File: config.mk
export PLATFORM = sky130hd
export DESIGN_NAME = radar_sweep_ranger
export DESIGN_NICKNAME = d
export VERILOG_FILES = /design/src/rtl/radar_sweep_ranger_pkg.sv /design/src/rtl/echo_pulse_timer.sv /design/src/rtl/radar_sweep_ranger.sv
export SDC_FILE = /design/constraint.sdc
export NUM_CORES = 1
export LEC_CHECK = 0
export ABC_AREA = 1
export BUFFER_PORTS_ARGS = -buffer_cell sky130_fd_sc_hd__buf_2
export CAP_MARGIN = 10
export CORE_AREA = 2 2 90 92
export DETAILED_ROUTE_END_ITERATION = 8
export DIE_AREA = 0 0 92 94
export GPL_TIMING_DRIVEN = 0
export HOLD_SLACK_MARGIN = 0.06
export PLACE_DENSITY = 0.74
export SLEW_MARGIN = 10
export SYNTH_ARGS = -nofsm -noshare
export SYNTH_HDL_FRONTEND = slang
export SYNTH_SLANG_ARGS = --single-unit
File: constraint.sdc
create_clock -name clock -period 1.4 [get_ports clock]
set_input_delay 0.42 -clock clock [delete_from_list [all_inputs] [get_ports clock]]
set_output_delay 0.42 -clock clock [all_outputs]
set_load 0.01 [all_outputs]
File: src/rtl/radar_sweep_ranger_pkg.sv
// Shared definitions for the sweep ranger: FSM encoding, sweep limits and the
// r_theta field layout that polar_to_cartesian decodes.
package radar_sweep_ranger_pkg;

  typedef enum logic [2:0] {
    ST_IDLE,
    ST_SETTLE,
    ST_TRIGGER,
    ST_WAIT_ECHO,
    ST_MEASURE,
    ST_REPORT,
    ST_ADVANCE
  } state_e;

  localparam int unsigned THETA_W      = 4;
  localparam int unsigned RANGE_W      = 8;
  localparam int unsigned RT_W         = THETA_W + RANGE_W;
  localparam int unsigned RT_RANGE_LSB = 0;
  localparam int unsigned RT_RANGE_MSB = RANGE_W - 1;
  localparam int unsigned RT_THETA_LSB = RANGE_W;
  localparam int unsigned RT_THETA_MSB = RT_W - 1;

  localparam logic [THETA_W-1:0] MAX_THETA_INDEX = 4'd12;
  localparam logic [RANGE_W-1:0] RANGE_MAX       = '1;

  function automatic int unsigned cnt_width(input int unsigned n);
    return (n > 1) ? $clog2(n) : 1;
  endfunction

  function automatic logic [RT_W-1:0] pack_r_theta(input logic [THETA_W-1:0] theta,
                                                   input logic [RANGE_W-1:0] rng);
    logic [RT_W-1:0] rt;
    rt = '0;
    rt[RT_THETA_MSB:RT_THETA_LSB] = theta;
    rt[RT_RANGE_MSB:RT_RANGE_LSB] = rng;
    return rt;
  endfunction

endpackage

File: src/rtl/echo_pulse_timer.sv
// Echo front end: 2-flop synchronizer, edge detection and a unit sub-counter
// feeding a saturating 8-bit range counter.
module echo_pulse_timer
  import radar_sweep_ranger_pkg::*;
#(
  parameter int unsigned CYCLES_PER_UNIT = 1566
) (
  input  logic               clk,
  input  logic               rst_n,
  input  logic               echo_async,
  input  logic               clear,
  input  logic               count_en,
  output logic               echo_rise,
  output logic               echo_fall,
  output logic [RANGE_W-1:0] range
);

  localparam int unsigned SUB_W = cnt_width(CYCLES_PER_UNIT);

  logic               sync1_q, sync2_q, prev_q;
  logic [SUB_W-1:0]   sub_q, sub_d;
  logic [RANGE_W-1:0] range_q, range_d;

  assign echo_rise = sync2_q & ~prev_q;
  assign echo_fall = ~sync2_q & prev_q;
  assign range     = range_q;

  // Only synchronized-high clocks are counted, so partial units are dropped.
  always_comb begin
    sub_d   = sub_q;
    range_d = range_q;
    if (clear) begin
      sub_d   = '0;
      range_d = '0;
    end else if (count_en && sync2_q) begin
      if (sub_q == SUB_W'(CYCLES_PER_UNIT - 1)) begin
        sub_d = '0;
        if (range_q != RANGE_MAX) begin
          range_d = range_q + 1'b1;
        end
      end else begin
        sub_d = sub_q + 1'b1;
      end
    end
  end

  always_ff @(posedge clk or negedge rst_n) begin
    if (!rst_n) begin
      sync1_q <= 1'b0;
      sync2_q <= 1'b0;
      prev_q  <= 1'b0;
      sub_q   <= '0;
      range_q <= '0;
    end else begin
      sync1_q <= echo_async;
      sync2_q <= sync1_q;
      prev_q  <= sync2_q;
      sub_q   <= sub_d;
      range_q <= range_d;
    end
  end

endmodule

File: src/rtl/radar_sweep_ranger.sv
// Servo-swept ultrasonic ranger: settles, triggers, times the echo and reports
// {theta, range} at each of 13 angles, ping-ponging between 0 and 12.
module radar_sweep_ranger
  import radar_sweep_ranger_pkg::*;
#(
  parameter int unsigned CLK_HZ          = 27_000_000,
  parameter int unsigned TRIG_CYCLES     = 270,
  parameter int unsigned CYCLES_PER_UNIT = 1566,
  parameter int unsigned SETTLE_CYCLES   = 5_400_000,
  parameter int unsigned ECHO_TIMEOUT    = 810_000
) (
  input  logic               clock,
  input  logic               reset_n,
  input  logic               enable,
  input  logic               echo,
  output logic               trigger,
  output logic [THETA_W-1:0] theta_index,
  output logic [RT_W-1:0]    r_theta,
  output logic               r_theta_valid,
  output logic               sweep_done
);

  if (CLK_HZ == 0 || TRIG_CYCLES == 0 || CYCLES_PER_UNIT == 0 ||
      SETTLE_CYCLES == 0 || ECHO_TIMEOUT == 0) begin : g_param_check
    $error("radar_sweep_ranger: timing parameters must be nonzero");
  end

  // One counter serves SETTLE, TRIGGER and WAIT_ECHO, so size it for the longest.
  localparam int unsigned CNT_MAX =
    (SETTLE_CYCLES > ECHO_TIMEOUT)
      ? ((SETTLE_CYCLES > TRIG_CYCLES) ? SETTLE_CYCLES : TRIG_CYCLES)
      : ((ECHO_TIMEOUT  > TRIG_CYCLES) ? ECHO_TIMEOUT  : TRIG_CYCLES);
  localparam int unsigned CNT_W = cnt_width(CNT_MAX);

  state_e             state_q, state_d;
  logic [CNT_W-1:0]   cnt_q, cnt_d;
  logic [THETA_W-1:0] theta_q, theta_d;
  logic               dir_up_q, dir_up_d;
  logic               trigger_q, trigger_d;
  logic [RT_W-1:0]    r_theta_q, r_theta_d;
  logic               valid_q, valid_d;
  logic               done_q, done_d;

  logic               timer_clear, timer_count;
  logic               echo_rise, echo_fall;
  logic [RANGE_W-1:0] echo_range;

  assign timer_clear = (state_q == ST_TRIGGER);
  assign timer_count = (state_q == ST_WAIT_ECHO) ? echo_rise : (state_q == ST_MEASURE);

  echo_pulse_timer #(
    .CYCLES_PER_UNIT(CYCLES_PER_UNIT)
  ) u_echo_timer (
    .clk       (clock),
    .rst_n     (reset_n),
    .echo_async(echo),
    .clear     (timer_clear),
    .count_en  (timer_count),
    .echo_rise (echo_rise),
    .echo_fall (echo_fall),
    .range     (echo_range)
  );

  assign trigger       = trigger_q;
  assign theta_index   = theta_q;
  assign r_theta       = r_theta_q;
  assign r_theta_valid = valid_q;
  assign sweep_done    = done_q;

  always_comb begin
    state_d   = state_q;
    cnt_d     = cnt_q;
    theta_d   = theta_q;
    dir_up_d  = dir_up_q;
    trigger_d = 1'b0;
    r_theta_d = r_theta_q;
    valid_d   = 1'b0;
    done_d    = 1'b0;

    unique case (state_q)
      ST_IDLE: begin
        cnt_d = '0;
        if (enable) begin
          state_d = ST_SETTLE;
        end
      end

      ST_SETTLE: begin
        if (cnt_q == CNT_W'(SETTLE_CYCLES - 1)) begin
          cnt_d     = '0;
          state_d   = ST_TRIGGER;
          trigger_d = 1'b1;
        end else begin
          cnt_d = cnt_q + 1'b1;
        end
      end

      ST_TRIGGER: begin
        if (cnt_q == CNT_W'(TRIG_CYCLES - 1)) begin
          cnt_d   = '0;
          state_d = ST_WAIT_ECHO;
        end else begin
          cnt_d     = cnt_q + 1'b1;
          trigger_d = 1'b1;
        end
      end

      ST_WAIT_ECHO: begin
        if (echo_rise) begin
          cnt_d   = '0;
          state_d = ST_MEASURE;
        end else if (cnt_q == CNT_W'(ECHO_TIMEOUT - 1)) begin
          cnt_d     = '0;
          state_d   = ST_REPORT;
          r_theta_d = pack_r_theta(theta_q, RANGE_MAX);
          valid_d   = 1'b1;
          done_d    = (theta_q == '0) || (theta_q == MAX_THETA_INDEX);
        end else begin
          cnt_d = cnt_q + 1'b1;
        end
      end

      ST_MEASURE: begin
        if (echo_fall || echo_range == RANGE_MAX) begin
          state_d   = ST_REPORT;
          r_theta_d = pack_r_theta(theta_q, echo_range);
          valid_d   = 1'b1;
          done_d    = (theta_q == '0) || (theta_q == MAX_THETA_INDEX);
        end
      end

      ST_REPORT: begin
        state_d = ST_ADVANCE;
      end

      ST_ADVANCE: begin
        // The end indices flip direction, so neither end is visited twice in a row.
        if (dir_up_q) begin
          if (theta_q >= MAX_THETA_INDEX) begin
            theta_d  = MAX_THETA_INDEX - 1'b1;
            dir_up_d = 1'b0;
          end else begin
            theta_d = theta_q + 1'b1;
            if (theta_d == MAX_THETA_INDEX) begin
              dir_up_d = 1'b0;
            end
          end
        end else begin
          if (theta_q == '0) begin
            theta_d  = 4'd1;
            dir_up_d = 1'b1;
          end else begin
            theta_d = theta_q - 1'b1;
            if (theta_d == '0) begin
              dir_up_d = 1'b1;
            end
          end
        end
        cnt_d   = '0;
        state_d = enable ? ST_SETTLE : ST_IDLE;
      end

      default: begin
        cnt_d   = '0;
        state_d = ST_IDLE;
      end
    endcase
  end

  always_ff @(posedge clock or negedge reset_n) begin
    if (!reset_n) begin
      state_q   <= ST_IDLE;
      cnt_q     <= '0;
      theta_q   <= '0;
      dir_up_q  <= 1'b1;
      trigger_q <= 1'b0;
      r_theta_q <= '0;
      valid_q   <= 1'b0;
      done_q    <= 1'b0;
    end else begin
      state_q   <= state_d;
      cnt_q     <= cnt_d;
      theta_q   <= theta_d;
      dir_up_q  <= dir_up_d;
      trigger_q <= trigger_d;
      r_theta_q <= r_theta_d;
      valid_q   <= valid_d;
      done_q    <= done_d;
    end
  end

endmodule
==> key figures <==
Outcome
  – Status: complete, but fails checks
  – Failing checks: negative setup slack

Synth
  – Seq/Total Area, Yosys: a little over two fifths
  – Ranking of synthesized cells by area: dfrtp_1 41%, nand2_1 14%, nor2_1 7.5%
  – Syn Area/Cell: approximately 7.4 µm²
  – Synth Warn #: 0
  – Ys flop type: dfrtp_1
  – Synthesized net count: ~560
  – Post-synthesis cell count: ~550
  – Top-area cell type share of the netlist area: between 40% and 50%
  – Mapped Area: about 4000 µm²
  – Yosys reg bits: a little under 70
  – Distinct cell type count after synthesis: 38
  – Synth async-reset ratio: 100.0%
  – Post-synth EDFFs: 0
  – Yosys top cell by area: dfrtp_1

STA
  – Skew final: about 0.013 ns
  – Worst slew margin: about two thirds
  – # setup viols final: 64
  – Setup WS post-layout: -0.2641 ns
  – Hold slack: around 0.17 ns
  – Final Slew Violations: 0
  – Period utilization: 118.9%
  – FMAX: around 600 MHz
  – RSZ-0062 raised after global routing: yes
  – Final hold viol count: 0
  – Min Tclk post-route: between 1.5 and 2 ns
  – Worst-margin pin slew: between 0.4 and 0.5 ns

Hold path
  – Min-Delay Path Class: input pin to flop
  – Hold path depth: 1

Global route
  – GRT Util Overall: roughly 25%
  – Vias in the first global route: 3800
  – First-pass GRT wire length: about 17000 µm
  – Total gr overflow: 0
  – Initial antenna violation count: 0
  – Largest net degree at the start of global routing: 38

Final layout
  – ANT cells: 0
  – Most frequent cells in the layout: 132 x nand2_1, 67 x nor2_1, 51 x dfrtp_1
  – # nets final: between 600 and 700
  – Final core occ: 74.51%
  – Final instance area: roughly 5700 µm²
  – Most common cell after layout, fill and taps aside: nand2_1
  – Share of layout cells above drive strength 1: 40.86%
  – Finished Layout Cells: 753
  – Area Growth Syn to Fin: 38.49%

Route
  – Starting DRT DRC Count: between 150 and 200
  – DRC viols: 0
  – Routed vias: about 4200
  – Drt total wl: around 12000 µm
  – Length of the first detailed-routing pass in iterations: 5
  – Routed Antenna Nets: 0
  – Vias per inst: 5.588
  – Avg WL per Cell: about 16 µm

Die
  – FP Rows: 32
  – Starting Density: 53.80%
  – Io pins: 23
  – Core Box Area: about 7600 µm²
  – Die Y: between 90 and 100 µm
  – Die Span X: around 90 µm
  – Die ar.: roughly 8600 µm²

Placed design
  – RD Place Congestion: 0.9085
  – Placed Area: around 4400 µm²
  – Detail Placement HPWL: approximately 6300 µm
  – Number of port buffers: 22
  – Placed cells: 677

Pwr
  – PD cells: roughly 1700 nW/µm²
  – Static leakage: about 2.6 nW
  – Power, Total: between 9 and 10 mW
  – VDD IR max: between 0.7 and 0.8 mV

Critical path
  – Crit end category: flop
  – WS Path Type: flop to flop
  – CP required: between 1.5 and 2 ns
  – CP Launch Type: flop
  – Worst-path maximum fanout: 6
  – Critical path arrival: about 2.0 ns
  – Reg2Reg Depth: 10

CTS
  – CTS sink count: a little under 70
  – CTS tree: done
  – CTS Root Cell: clkbuf_8
  – H-tree levels: 3
  – Number of buffers created by CTS: 9
  – Clock latency on the worst-skew pair: 0.37 ns
  – CTS Buffer Depth: 2
  – CTS clock-pin slew for the worst setup and hold paths: about 0.070 ns

Flow run
  – Max Cap Viol: 0
[cells in the mapped netlist, drive strengths merged (2+ instances only)]
library cell,count
nor2,96
xor2,13
xnor2,2
ha,8
nor3,8
nand2,159
nand4,9
or2,6
clkbuf,4
inv,55
o21ai,38
buf,15
a21oi,6
nand3,49
o211ai,2
nor3b,3
a31oi,5
dfrtp,67
[power by group]
| group | internal [mW] | switching [mW] | leakage (nW) |
|---|---|---|---|
| combinational | 2.43 | 2.74 | 1.66 |
| sequential | 2.39 | 0.392 | 0.872 |
| clock | 1.01 | 0.843 | 0.102 |
| total | 5.83 | 3.98 | 2.63 |
[flip-flops by register name (all words and copies together), names as in the netlist, 3 cells and up]
| signal | count |
|---|---|
| cnt_q | 23 |
| r_theta | 12 |
| state_q | 3 |
| theta_index | 4 |
| u_echo_timer.range | 8 |
| u_echo_timer.sub_q | 11 |
[area by class of cell]
type | count | area [µm²]
inverters | 55 | 216.5
well taps | 102 | 127.6
clock buffers | 9 | 123.9
plain buffers | 14 | 152.6
multi-input cells | 410 | 2486
fillers | 494 | 1939
flip-flops and latches | 68 | 1723
repair buffers | 88 | 738.2
clock inverters | 7 | 100.1
[worst max-delay path: stages (launching register included)]
cell,delay (ns)
dfrtp_2,0.46
nor2_2,0.18
nand2_2,0.11
nor2_2,0.13
nand3_1,0.09
nand2_2,0.11
nand2_4,0.09
nor2_8,0.15
buf_8,0.15
nand3_2,0.06
nand2_1,0.06
[worst paths after layout]
check,start,to,slack (ns)
worst max-delay path,cnt_q[4]$_DFFE_PN0N_,state_q[2]$_DFFE_PN0P_,-0.26
worst min-delay path,echo,u_echo_timer.sync1_q$_DFF_PN0_,0.17
worst max register to register,cnt_q[4]$_DFFE_PN0N_,state_q[2]$_DFFE_PN0P_,-0.26
worst min register to register,u_echo_timer.sync1_q$_DFF_PN0_,u_echo_timer.sync2_q$_DFF_PN0_,0.35
max in group asynchronous,reset_n,dir_up_q$_DFFE_PN1N_,0.27
min in group asynchronous,reset_n,theta_index[2]$_DFFE_PN0N_,0.54
[what timing repair did]
action / 4_1_cts / 5_1_grt
pin swaps: 20 / 33
endpoints found under the setup margin: 67 / 67
setup buffers: 30 / 31
hold buffers: 1 / 0
hold endpoints to repair: 31 / 0
cloned: 3 / 0
resized for setup: 89 / 70
[cell families (layout without fill, tap and decap cells)]
kind of cell / count (synthesis) / after routing / share of synthesized area [%]
xor+xnor: 15 / 15 / 3.210
fa+ha+maj: 8 / 8 / 2.446
simple gates: 332 / 332 / 36.41
buf+inv: 74 / 173 / 8.438
compound gates: 55 / 55 / 7.888
flops: 68 / 68 / 41.61
[stage by stage]
step                TNS (ns)  worst slack, ns
floorplan             -1.535         -0.07481
global placement      -40.56          -0.4470
detailed placement    -12.02          -0.2893
CTS                   -7.521          -0.2215
global route          -15.42          -0.3334
finish                -11.18          -0.2641
[routing by layer]
layer,GRT usage [%],wire [µm]
met1,31.73,4791
met2,42.16,5900
met3,3.371,686
met4,10.70,359
met5,0,0
Power figures use the tool's default switching activity.
